`src/rtl/decoder_pkg.sv`:
```
// Shared types and helpers for the sequenced one-hot decoder.
package decoder_pkg;

    typedef enum logic {
        IDLE   = 1'b0,
        ACTIVE = 1'b1
    } state_e;

    localparam logic MODE_SINGLE = 1'b0;
    localparam logic MODE_SCAN   = 1'b1;

    // Widest decode supported; callers narrow the result to their own N_OUT.
    localparam int MAX_OUT = 64;

    function automatic logic [MAX_OUT-1:0] onehot(input logic [31:0] idx);
        return {{(MAX_OUT-1){1'b0}}, 1'b1} << idx;
    endfunction

endpackage

```
`src/rtl/hold_counter.sv`:
```
// Clearable up-counter with a terminal flag raised when the count equals the limit.
module hold_counter #(
    parameter int W = 4
) (
    input  logic         clk,
    input  logic         rst_n,
    input  logic         clr_i,
    input  logic         inc_i,
    input  logic [W-1:0] limit_i,
    output logic [W-1:0] cnt_o,
    output logic         term_o
);

    logic [W-1:0] cnt_q;

    always_ff @(posedge clk or negedge rst_n) begin
        if (!rst_n) begin
            cnt_q <= '0;
        end else if (clr_i) begin
            cnt_q <= '0;
        end else if (inc_i) begin
            cnt_q <= cnt_q + W'(1);
        end
    end

    assign cnt_o  = cnt_q;
    assign term_o = (cnt_q == limit_i);

endmodule

```
`src/rtl/decoder_n_seq.sv`:
```
// Registered binary-to-one-hot decoder with valid/ready accept, per-line hold and scan mode.
module decoder_n_seq
    import decoder_pkg::*;
#(
    parameter  int SEL_W  = 2,
    parameter  int HOLD_W = 4,
    localparam int N_OUT  = 2**SEL_W
) (
    input  logic              clk,
    input  logic              rst_n,
    input  logic              en,
    input  logic              in_valid,
    output logic              in_ready,
    input  logic [SEL_W-1:0]  sel,
    input  logic              mode,
    input  logic [HOLD_W-1:0] hold,
    output logic [N_OUT-1:0]  dec_out,
    output logic              busy,
    output logic              done
);

    localparam logic [SEL_W-1:0] LAST_IDX = SEL_W'(N_OUT - 1);

    state_e            state_q;
    logic [SEL_W-1:0]  idx_q;
    logic [HOLD_W-1:0] hold_q;
    logic              mode_q;
    logic [N_OUT-1:0]  dec_q;
    logic              done_q;

    logic [HOLD_W-1:0] cnt;
    logic              cnt_term;
    logic              cnt_clr;
    logic              cnt_inc;

    logic              accept;
    logic              abort;
    logic              finish;
    logic              advance;
    logic              last_line;
    logic [SEL_W-1:0]  line_idx_d;
    logic [N_OUT-1:0]  line_vec_d;

    hold_counter #(.W(HOLD_W)) u_hold_counter (
        .clk     (clk),
        .rst_n   (rst_n),
        .clr_i   (cnt_clr),
        .inc_i   (cnt_inc),
        .limit_i (hold_q),
        .cnt_o   (cnt),
        .term_o  (cnt_term)
    );

    always_comb begin
        accept     = (state_q == IDLE) && en && in_valid;
        last_line  = (mode_q == MODE_SINGLE) || (idx_q == LAST_IDX);
        abort      = (state_q == ACTIVE) && !en;
        finish     = (state_q == ACTIVE) && en && cnt_term && last_line;
        advance    = (state_q == ACTIVE) && en && cnt_term && !last_line;
        cnt_clr    = accept || abort || finish || advance;
        cnt_inc    = (state_q == ACTIVE) && en && !cnt_term;
        // idx_q + 1 only matters on advance, which never happens on the last line.
        line_idx_d = accept ? sel : idx_q + SEL_W'(1);
        line_vec_d = N_OUT'(onehot(32'(line_idx_d)));
    end

    // done is precomputed one edge early so it lines up with the final dec_out cycle.
    always_ff @(posedge clk or negedge rst_n) begin
        if (!rst_n) begin
            state_q <= IDLE;
            idx_q   <= '0;
            hold_q  <= '0;
            mode_q  <= MODE_SINGLE;
            dec_q   <= '0;
            done_q  <= 1'b0;
        end else begin
            case (state_q)
                IDLE: begin
                    if (accept) begin
                        state_q <= ACTIVE;
                        idx_q   <= sel;
                        hold_q  <= hold;
                        mode_q  <= mode;
                        dec_q   <= line_vec_d;
                        done_q  <= (hold == '0) && ((mode == MODE_SINGLE) || (sel == LAST_IDX));
                    end
                end
                ACTIVE: begin
                    if (abort || finish) begin
                        state_q <= IDLE;
                        dec_q   <= '0;
                        done_q  <= 1'b0;
                    end else if (advance) begin
                        idx_q  <= line_idx_d;
                        dec_q  <= line_vec_d;
                        done_q <= (hold_q == '0) && (line_idx_d == LAST_IDX);
                    end else begin
                        done_q <= ((cnt + HOLD_W'(1)) == hold_q) && last_line;
                    end
                end
                default: begin
                    state_q <= IDLE;
                    dec_q   <= '0;
                    done_q  <= 1'b0;
                end
            endcase
        end
    end

    assign in_ready = (state_q == IDLE) && en;
    assign busy     = (state_q == ACTIVE);
    assign dec_out  = dec_q;
    assign done     = done_q;

endmodule

```
`config.mk`:
```
export PLATFORM = sky130hd
export DESIGN_NAME = decoder_n_seq
export DESIGN_NICKNAME = d
export VERILOG_FILES = /design/src/rtl/decoder_pkg.sv /design/src/rtl/hold_counter.sv /design/src/rtl/decoder_n_seq.sv
export SDC_FILE = /design/constraint.sdc
export NUM_CORES = 1
export LEC_CHECK = 0
export CORE_MARGIN = 10
export CORE_UTILIZATION = 45
export CTS_CLUSTER_SIZE = 30
export DETAILED_ROUTE_END_ITERATION = 8
export PLACE_DENSITY = 0.71
export SYNTH_ARGS = -nofsm -noshare
export SYNTH_HDL_FRONTEND = slang
export SYNTH_SLANG_ARGS = --single-unit
```
`constraint.sdc`:
```
create_clock -name clk -period 4.3 [get_ports clk]
set_input_delay 0.43 -clock clk [delete_from_list [all_inputs] [get_ports clk]]
set_output_delay 0.43 -clock clk [all_outputs]
set_load 0.02 [all_outputs]
```
* Word level (Yosys, flattened, before mapping)
Index checks and enable logic that the tools add are counted.
Operators by class: add/sub/neg operators 2, equality and inequality tests 9, shifts and indexed selects 1, multiplexer cells 18, bitwise gates (word level) 3, reductions and logical operators 26
Operators by type and width (number):
- $mux 4 | 5
- $logic_and 1x1->1 | 11
- $eq 4x4->1 | 2
- $logic_not 4->1 | 2
- $mux 2 | 4
- $pmux 4 s2 | 1
- $eq 2x2->1 const B | 3
- $logic_or 1x1->1 | 6
- $mux 1 | 5
- $add 4x1->4 const B | 1
- $ne 2x2->1 const B | 2
- $pmux 1 s2 | 2
- $pmux 2 s2 | 1
- $reduce_and 2->1 | 2
- $shl 1x2->4 const A | 1
- $logic_not 1->1 | 3
- $ne 3x1->1 const B | 1
- $not 1->1 | 3
- $reduce_and 3->1 | 1
- $add 2x1->2 const B | 1
- $ne 2x1->1 const B | 1
- $reduce_bool 2->1 | 1
Word-level totals: flip-flop bits (word level) 17, input bits 11, logic and storage cells 66

* Logic depth before layout (Yosys ltp)
Gate-level depths: netlist (run 1).
depth in word-level cells 9, depth in mapped cells 6, depth with buffers taken out 6

* Hierarchy
A second synthesis (run 1) with hierarchy kept.
Second synthesis, totals: cells, all modules 89, area, all modules 963.4 um^2
Modules (own cells, without submodules):
- decoder_n_seq | times used 1, cells an instance 68, area each 729.4 um^2
- hold_counter | times used 1, cells an instance 21, area each 234.0 um^2

* Worst setup path before layout (run 1)
OpenSTA, ideal clock, no wires.
path type register to register, from register u_hold_counter.cnt_q[0], in the netlist u_hold_counter.cnt_o[0], to register idx_q[1], setup time 126 ps, arrival 1544 ps, data required time 4174 ps, setup slack 2630 ps, cell stages (with the launch flop) 6, path through dfrtp_1 > xor2_1 > nor4_4 > nor3b_4 > o21ai_0 > o31a_2
On the way: longest elaborated chain between the ends 6, elaborated cells on any way between the ends 8, those cells by class eq/ne (3); reduce/logical (5)
RTL lines:
- start, declared | RTL line hold_counter.sv:14 | logic [W-1:0] cnt_q;
- start signal, assigned | RTL line hold_counter.sv:22 | cnt_q <= cnt_q + W'(1);
- $eq 4x4->1 * | RTL line hold_counter.sv:27 | assign term_o = (cnt_q == limit_i);
- $logic_and 1x1->1 * | RTL line decoder_n_seq.sv:58, decoder_n_seq.sv:59
- $logic_and 1x1->1 | RTL line decoder_n_seq.sv:58 | finish = (state_q == ACTIVE) && en && cnt_term && last_line;
- $logic_or 1x1->1 | RTL line decoder_n_seq.sv:89 | if (abort || finish) begin
- $ne 2x2->1 (no source line)
- $reduce_and 3->1 (no source line) *
- end signal, assigned | RTL line decoder_n_seq.sv:81 | idx_q <= sel;
- end signal, assigned | RTL line decoder_n_seq.sv:94 | idx_q <= line_idx_d;
- end, declared | RTL line decoder_n_seq.sv:25 | logic [SEL_W-1:0] idx_q;
Every way passes the cells marked *; elsewhere a longest branch is shown, timed or not. A chain may end at the register's enable or synchronous reset.

* Final worst setup path (run 1)
from input port en, to output port in_ready
On the way: longest elaborated chain between the ends 1
RTL lines:
- start, declared | RTL line decoder_n_seq.sv:11 | input logic en,
- $logic_and 1x1->1 | RTL line decoder_n_seq.sv:110 | assign in_ready = (state_q == IDLE) && en;
- end, declared | RTL line decoder_n_seq.sv:13 | output logic in_ready,
Every way passes these cells.

==> results of run 1 <==
## routing by layer
layer  track usage  share of wire  vias up
met5             0              0        -
met4        0.0588          0.010        0
met3        0.0344          0.064        2
met2         0.153           0.44       24
met1         0.129           0.48      360
li1              -              -      374
## layout make-up
class	count	area share
Timing Repair Buffer	17	0.150
Multi-Input combinational cell	77	0.420
Clock buffer	4	0.0232
Sequential cell	17	0.376
Tap cell	27	0.0299
## power groups by stage
stage	logic (uW)	clock network (uW)	registers [uW]
after global routing	219	94.8	234
after global placement	192	0	230
final	198	86.3	228
after CTS	199	87.5	228
after detailed placement	196	0	231
after floorplan	126	0	235
## cells in the mapped netlist
cell type  count
nand2_1       24
dfrtp_1       17
nor2_1         7
o21ai_0        5
xnor2_1        5
xor2_1         5
a21oi_1        4
nand3_1        3
clkbuf_1       2
ha_1           2
nor2b_1        2
a2111oi_0      1
a21o_1         1
a21o_2         1
a22o_1         1
a22oi_1        1
a31oi_1        1
and2_1         1
mux2i_1        1
nand2b_1       1
nand3b_1       1
nand4_1        1
nor3_1         1
nor3b_4        1
nor4_1         1
nor4_4         1
o21bai_1       1
o22ai_1        1
o31a_2         1
o31ai_1        1
or4_1          1
## registers in the layout, summed over array words and instances (netlist names)
| register | count |
|---|---|
| u_hold_counter.cnt_o | 4 |
| hold_q | 4 |
| done | 1 |
| dec_out | 4 |
| busy | 1 |
| mode_q | 1 |
| idx_q | 2 |
## critical path, stage by stage
cell and delay, ns:
clkdlybuf4s50_1 0.52, nor2b_1 0.18, clkdlybuf4s50_1 0.63
## placed cells by master (no fill, tap or decap)
| cell | count |
|---|---|
| nand2_1 | 24 |
| dfrtp_1 | 17 |
| clkdlybuf4s50_1 | 17 |
| nor2_1 | 7 |
| xor2_1 | 5 |
| o21ai_0 | 5 |
| xnor2_1 | 5 |
| a21oi_1 | 4 |
| nand3_1 | 3 |
| clkbuf_4 | 3 |
| nor2b_1 | 2 |
| ha_1 | 2 |
| nand3b_1 | 1 |
| nand2b_1 | 1 |
| nor4_4 | 1 |
| a21o_2 | 1 |
| and2_1 | 1 |
| nor3b_4 | 1 |
| mux2i_1 | 1 |
| o31a_2 | 1 |
| o21bai_1 | 1 |
| a22oi_1 | 1 |
| o22ai_1 | 1 |
| nor4_1 | 1 |
| nor3_1 | 1 |
| a31oi_1 | 1 |
| or4_1 | 1 |
| a2111oi_0 | 1 |
| a22o_1 | 1 |
| o31ai_1 | 1 |
| nand4_1 | 1 |
| a21o_1 | 1 |
| clkbuf_1 | 1 |
## metrics by stage
stage	utilization	cells	hold WS [ns]	setup WS [ns]
after global routing	0.582	142	0.529	2.06
final	0.582	142	0.497	2.11
after CTS	0.582	142	0.503	2.11
after global placement	0.569	138	0.467	2.16
after detailed placement	0.569	138	0.480	2.11
after floorplan	-	96	0.134	2.63
## worst max path at each step
stage,to,slack (ns),depth (start not counted)
3_3_place_gp,in_ready,2.16,3
3_5_place_dp,in_ready,2.11,3
5_1_grt,in_ready,2.06,3
2_1_floorplan,idx_q[1],2.63,5
4_1_cts,in_ready,2.11,3
6_report,in_ready,2.11,3
## logic make-up after synthesis
logic type,share of synthesized area
compound gates,0.136
xor+xnor,0.0964
fa+ha+maj,0.0275
buf+inv,0.00827
flops,0.468
mux,0.0110
simple gates,0.252
==> results.ini, run 1 <==
[outcome]
status=completed

[cells_and_area]
regArea_sq_um=425
antenna_cells=0
finish.instance_area_sq_mm=0.00113
n_fill_cell=173
multi_input_area_sq_um=475
final_layout_size_suffix_gt1_frac=0.0609
area_delta_synth_final_pct=24.5
nets=129

[cts]
tritoncts=yes
htreeDepth=1
clkTransAtPathRegs_ns=0.10
clock-sinks=17
postCtsSetupBuffers=0
cts_buffers=3
clock_tree.buffer_depth=2
clockRootBuffer=clkbuf_4
hold_buffers=0
insertion_delay_ns=0.29
post_cts_resized=0

[setup_path]
path_max_fanout=4
cp.arrival_ns=1.76
cp.required_ns=3.87
path_class=in2out
critPathLaunch=en
r2r_slack_ns=2.36
critPathCaptureType=output pin
crit_path_start_kind=input port
reg2reg_from=u_hold_counter.cnt_o[0]
rr_endpoint=idx_q[1]
reg2reg_depth=5

[routing]
wl_um=2050
ant_nets=0
first_iter_violations=23
via_per_inst=5.35
first_pass_iters=7
routedWlPerCell_um=14.4
drcViolationCount=0
vias=760

[place]
gp_congestion=0.760
portBuffers=17
postPlaceCellArea_sq_mm=0.00110
hpwl_um=1560

[power]
pwr-share-comb=0.386
clkPwrFrac=0.169
p_int_uw=321
swShare=0.373
p_sw_uw=191
p_per_area_mw_per_mm2=453
worst_ir_drop_vdd_uv=221
power.total_uw=512
p_seq_frac=0.445
p_leak_uw=0.000510

[timing]
min_period_over_period=0.508
max_freq_ghz=0.458
slew_violations=0
fin_skew_ns=0.00329
fin_setup_tns_ns=0
fin_crit_ns=2.19
tightest_slew_ns=0.747
setup_viol=0
slew_headroom=0.500
final-hold-violation-count=0
rsz0062_at_grt=no

[grt]
grt_max_degree=18
grt_pass1_vias=792
grt_overflow=0
grt_usage=0.104
grt_pass1_wl_um=3530
antenna_found_initial=0

[floorplanning]
rows=16
start_util=0.468
die_h_um=64.9
chipWidth_um=64.9
pin_count=18
core-area_sq_mm=0.00194
fp.dieArea_sq_mm=0.00422

[synthesis]
synth_area_leaders=dfrtp_1, nand2_1, xnor2_1, xor2_1, nor2_1
syn_area_sq_um=908
synth_seq_cells=17
synthCells=96
yosysUniqueCellTypes=31
synth_fp_nets=109
avgSynthCellArea_sq_um=9.46
synth_top_cell_by_area=dfrtp_1
seq_area_frac_synth=0.468
ys_warn_count=0
synth_top_area_frac=0.468

[hold_path]
hold_depth=2
hp-start=dec_out[2]
min_to=dec_out[2]
worstHoldPathType=reg2reg

[run]
drv_cap=0

Note: power is estimated with default switching activity, not from simulation.
==> inputs of run 2 (changes only) <==
==> constraint.sdc (replaced) <==
create_clock -name clk -period 2.1 [get_ports clk]
set_input_delay 0.21 -clock clk [delete_from_list [all_inputs] [get_ports clk]]
set_output_delay 0.21 -clock clk [all_outputs]
set_load 0.02 [all_outputs]
==> results.ini, run 2 (synthesis gave the netlist of run 1 again) <==
[outcome]
status=completed

[setup_path]
critPathCaptureType=flip-flop
crit_chain=xor2_1 -> nor4_4 -> nor3b_4 -> o21ai_0 -> o31a_2
path_max_fanout=6  ; +2
cp.required_ns=2.29  ; -1.58 ns
path_class=reg2reg
critPathMaxStageDelay_ns=0.46  ; -0.17 ns
cp_slowest_cell=dfrtp_1
cp.arrival_ns=2.02  ; +0.26 ns
crit_path_start_kind=flip-flop

[timing]
fin_crit_ns=1.83
slew_violations=0  ; unchanged
max_freq_ghz=0.547
fin_skew_ns=0.0100  ; +0.00673 ns
final-hold-violation-count=0  ; unchanged
fin_setup_tns_ns=0  ; unchanged
slew_headroom=0.500  ; about the same
hold-worst-slack_ns=0.339  ; -0.157 ns
min_period_over_period=0.871
tightest_slew_ns=0.748  ; +0.000148 ns
setup_viol=0  ; unchanged
rsz0062_at_grt=no

[place]
gp_congestion=0.742  ; -2.4%
hpwl_um=1550  ; -0.69%
portBuffers=17  ; unchanged

[cts]
post_cts_resized=0  ; unchanged
cts_buffers=3  ; unchanged
hold_buffers=0  ; unchanged
insertion_delay_ns=0.30  ; about the same
clockRootBuffer=clkbuf_4
clock-sinks=17  ; unchanged
tritoncts=yes
postCtsSetupBuffers=0  ; unchanged
clkTransAtPathRegs_ns=0.11  ; about the same
clock_tree.buffer_depth=2  ; unchanged
htreeDepth=1  ; unchanged

[routing]
vias=778  ; +2.4%
ant_nets=0  ; unchanged
wl_met1_um=902  ; -8.3%
routedWlPerCell_um=14.0  ; -3.0%
first_pass_iters=4  ; -3
first_iter_violations=23  ; unchanged
drcViolationCount=0  ; unchanged
via_per_inst=5.37  ; +0.25%
met3_length_um=129  ; -1.5%
dr.max_layer_used=met4
wl_met2_um=923  ; +1.3%
wl_um=2030  ; -0.98%

[floorplanning]
die_h_um=64.9  ; unchanged
rows=16  ; unchanged
core-area_sq_mm=0.00194  ; unchanged
fp.dieArea_sq_mm=0.00422  ; unchanged
pin_count=18  ; unchanged
start_util=0.468  ; unchanged
chipWidth_um=64.9  ; unchanged

[power]
worst_ir_drop_vdd_uv=576  ; +160%
power.total_uw=1070  ; +110%
p_per_area_mw_per_mm2=923  ; +100%
p_leak_uw=0.000527  ; +3.4%

[cells_and_area]
area_delta_synth_final_pct=27.1
antenna_cells=0  ; unchanged
n_fill_cell=182  ; +5.2%
final_common_cell=nand2_1
multi_input_area_sq_um=475  ; unchanged
utilization=0.595  ; +0.0122
final_layout_size_suffix_gt1_frac=0.0932  ; +0.0324
regArea_sq_um=425  ; unchanged
nets=132  ; +2.3%
final_cell_mix=nand2_1, dfrtp_1, clkdlybuf4s50_1

[grt]
grt_overflow=0  ; unchanged
grt_pass1_vias=755  ; -4.7%
grt_pass1_wl_um=3460  ; -1.8%
antenna_found_initial=0  ; unchanged
grt_max_degree=18  ; unchanged
grt_usage=0.105  ; +0.00151

[hold_path]
worstHoldPathType=in2async

[run]
drv_cap=0  ; unchanged

==> run 2: final cells by class <==
type | instances | area share
multi-input cells | 77 | 0.412
repair buffers | 20 | 0.167
clock inverters | 1 | 0.00433
flip-flops and latches | 17 | 0.368
well taps | 27 | 0.0293
clock buffers | 3 | 0.0195
==> run 2: through the flow <==
step           cell area, sq um  worst slack (ns)  instances
2_1_floorplan               908             0.430         96
3_3_place_gp               1130             0.394        141
3_5_place_dp               1130             0.348        141
4_1_cts                    1150             0.262        145
5_1_grt                    1150             0.125        145
6_report                   1150             0.272        145
==> run 2: layer usage <==
metal,up-vias,GRT usage
met1,364,0.126
met3,9,0.0361
li1,380,-
met2,25,0.154
met4,0,0.0722
met5,-,0
==> run 2: worst paths after layout <==
| check | startpoint | end | slack [ns] | cells after the start |
|---|---|---|---|---|
| worst max-delay path | u_hold_counter.cnt_o[0] | idx_q[1] | 0.27 | 5 |
| worst min-delay path | rst_n | busy | 0.34 | 1 |
| worst max register to register | u_hold_counter.cnt_o[0] | idx_q[1] | 0.27 | 5 |
| worst min register to register | dec_out[0] | dec_out[0] | 0.49 | 2 |
| max in group asynchronous | rst_n | u_hold_counter.cnt_o[1] | 1.28 | 1 |
| min in group clk | hold[0] | hold_q[0] | 0.45 | 3 |
==> run 2: report_power, final <==
| part | switching, uW | internal, uW | total (uW) |
|---|---|---|---|
| Combinational | 215 | 203 | 418 |
| Sequential | 75.4 | 394 | 469 |
| Clock | 108 | 71.0 | 179 |
| Total | 398 | 668 | 1070 |
==> run 2: worst max-delay path, delay by kind of cell, from the launching register on <==
family / cells / cell delay (ns)
xor gates and xnor gates: 1 / 0.22
AOI/OAI and AO/OA: 2 / 0.39
DFF: 1 / 0.46
and+or+nand+nor: 2 / 0.66
==> inputs of run 3 (changes only) <==
--- a/config.mk
+++ b/config.mk
@@ -5,6 +5,7 @@
 export SDC_FILE = /design/constraint.sdc
 export NUM_CORES = 1
 export LEC_CHECK = 0
+export CAP_MARGIN = 20
 export CORE_MARGIN = 10
 export CORE_UTILIZATION = 45
 export CTS_CLUSTER_SIZE = 30
==> constraint.sdc (replaced) <==
create_clock -name clk -period 1.7 [get_ports clk]
set_input_delay 0.17 -clock clk [delete_from_list [all_inputs] [get_ports clk]]
set_output_delay 0.17 -clock clk [all_outputs]
set_load 0.02 [all_outputs]
==> results.ini, run 3 (synthesis gave the netlist of run 1 again) <==
[outcome]
status=completed

[cells_and_area]
final_common_cell=nand2_1
final_layout_size_suffix_gt1_frac=0.194  ; +0.101
finish.instance_area_sq_mm=0.00126  ; +9.2%
final_cell_mix=nand2_1, dfrtp_1, clkdlybuf4s50_1
nets=143  ; +8.3%
area_delta_synth_final_pct=38.8
antenna_cells=0  ; unchanged

[hold_path]
worstHoldPathType=in2async

[routing]
routedWlPerCell_um=14.7  ; +5.2%
wl_um=2300  ; +13%
drcViolationCount=0  ; unchanged
first_pass_iters=4  ; unchanged
via_per_inst=5.21  ; -3.0%
vias=812  ; +4.4%
first_iter_violations=26  ; +13%
ant_nets=0  ; unchanged

[grt]
grt_max_degree=18  ; unchanged
grt_pass1_wl_um=3790  ; +9.4%
grt_pass1_vias=834  ; +10%
grt_overflow=0  ; unchanged
grt_usage=0.111  ; +0.00623
antenna_found_initial=0  ; unchanged

[setup_path]
cp.arrival_ns=1.90  ; -0.12 ns
crit_chain=or4_1 -> a2111oi_0 -> a21oi_1 -> o21ai_1
cp.required_ns=1.91  ; -0.38 ns
critPathMaxStageDelay_ns=0.53  ; +0.07 ns
crit_path_start_kind=flip-flop
cp_slowest_cell=or4_1
path_max_fanout=3  ; -3
path_class=reg2reg
critPathCaptureType=flip-flop

[power]
worst_ir_drop_vdd_uv=805  ; +40%
power.total_uw=1390  ; +31%
p_per_area_mw_per_mm2=1110  ; +20%
p_leak_uw=0.000591  ; +12%

[timing]
max_freq_ghz=0.595  ; +8.7%
fin_crit_ns=1.68  ; -0.147 ns
slew_violations=0  ; unchanged
slew_headroom=0.608  ; +0.108
tightest_slew_ns=0.588  ; -0.159 ns
min_period_over_period=0.989  ; +0.118
rsz0062_at_grt=yes
fin_skew_ns=0.00742  ; -0.00259 ns
final-hold-violation-count=0  ; unchanged
fin_setup_tns_ns=0  ; unchanged
setup_viol=0  ; unchanged

[place]
postPlaceCellArea_sq_mm=0.00119  ; +6.0%
gp_congestion=0.802  ; +8.2%
hpwl_um=1790  ; +16%
portBuffers=17  ; unchanged

[cts]
cts_buffers=3  ; unchanged
clkTransAtPathRegs_ns=0.10  ; about the same
htreeDepth=1  ; unchanged
clockRootBuffer=clkbuf_4
hold_buffers=0  ; unchanged
insertion_delay_ns=0.28  ; -0.02 ns
tritoncts=yes
clock-sinks=17  ; unchanged
clock_tree.buffer_depth=2  ; unchanged

[floorplanning]
fp.dieArea_sq_mm=0.00422  ; unchanged
die_h_um=64.9  ; unchanged
core-area_sq_mm=0.00194  ; unchanged
rows=16  ; unchanged
pin_count=18  ; unchanged
chipWidth_um=64.9  ; unchanged
start_util=0.468  ; unchanged

[run]
drv_cap=0  ; unchanged

==> run 3: cell type report <==
type,count,area (sq um)
fillers,170,681
multi-input cells,77,498
flip-flops and latches,17,425
repair buffers,31,278
well taps,27,33.8
clock buffers,4,26.3
==> run 3: path summary, 6_finish.rpt <==
kind	to	startpoint	slack, ns	depth (start not counted)
max reg2reg	done	busy	0.02	4
max in group asynchronous	u_hold_counter.cnt_o[0]	rst_n	1.31	2
min reg2reg	mode_q	mode_q	0.49	2
max	done	busy	0.02	4
min in group clk	hold_q[1]	hold[1]	0.44	3
min	idx_q[0]	rst_n	0.19	2
==> run 3: through the flow <==
| step | util | setup WS, ns | cells | hold slack, ns |
|---|---|---|---|---|
| 6_report | 0.649 | 0.0187 | 156 | 0.190 |
| 5_1_grt | 0.649 | -0.0918 | 156 | 0.194 |
| 4_1_cts | 0.636 | 0.00906 | 156 | 0.189 |
| 3_5_place_dp | 0.615 | -0.0279 | 150 | 0.473 |
| 3_3_place_gp | 0.615 | 0.0140 | 150 | 0.464 |
| 2_1_floorplan | - | 0.0298 | 96 | -0.126 |
==> run 3: repair_timing <==
action | in CTS | in global routing
pin swaps | 1 | 6
setup buffers | 2 | 0
setup endpoints to repair | 2 | 5
gates resized for setup | 1 | 9
cloned | 0 | 0
==> run 3: metal layers <==
layer,share of wire,vias up,global-route usage
met2,0.47,28,0.176
met3,0.061,4,0.0275
li1,-,400,-
met1,0.45,380,0.137
met5,0,-,0
met4,0.013,0,0.0561
==> run 3: critical path, delay by kind of cell (launching register included) <==
family	cells	cell delay [ns]
AO/OA/AOI/OAI	3	0.67
flip-flops	1	0.41
AND/OR/NAND/NOR	1	0.53
==> run 3: power breakdown <==
group	internal (uW)	leakage [uW]	total, uW	switching (uW)
Combinational	307	0.000357	631	323
Sequential	487	0.000219	552	64.5
Clock	91.0	0.0000150	212	121
Total	886	0.000591	1390	508
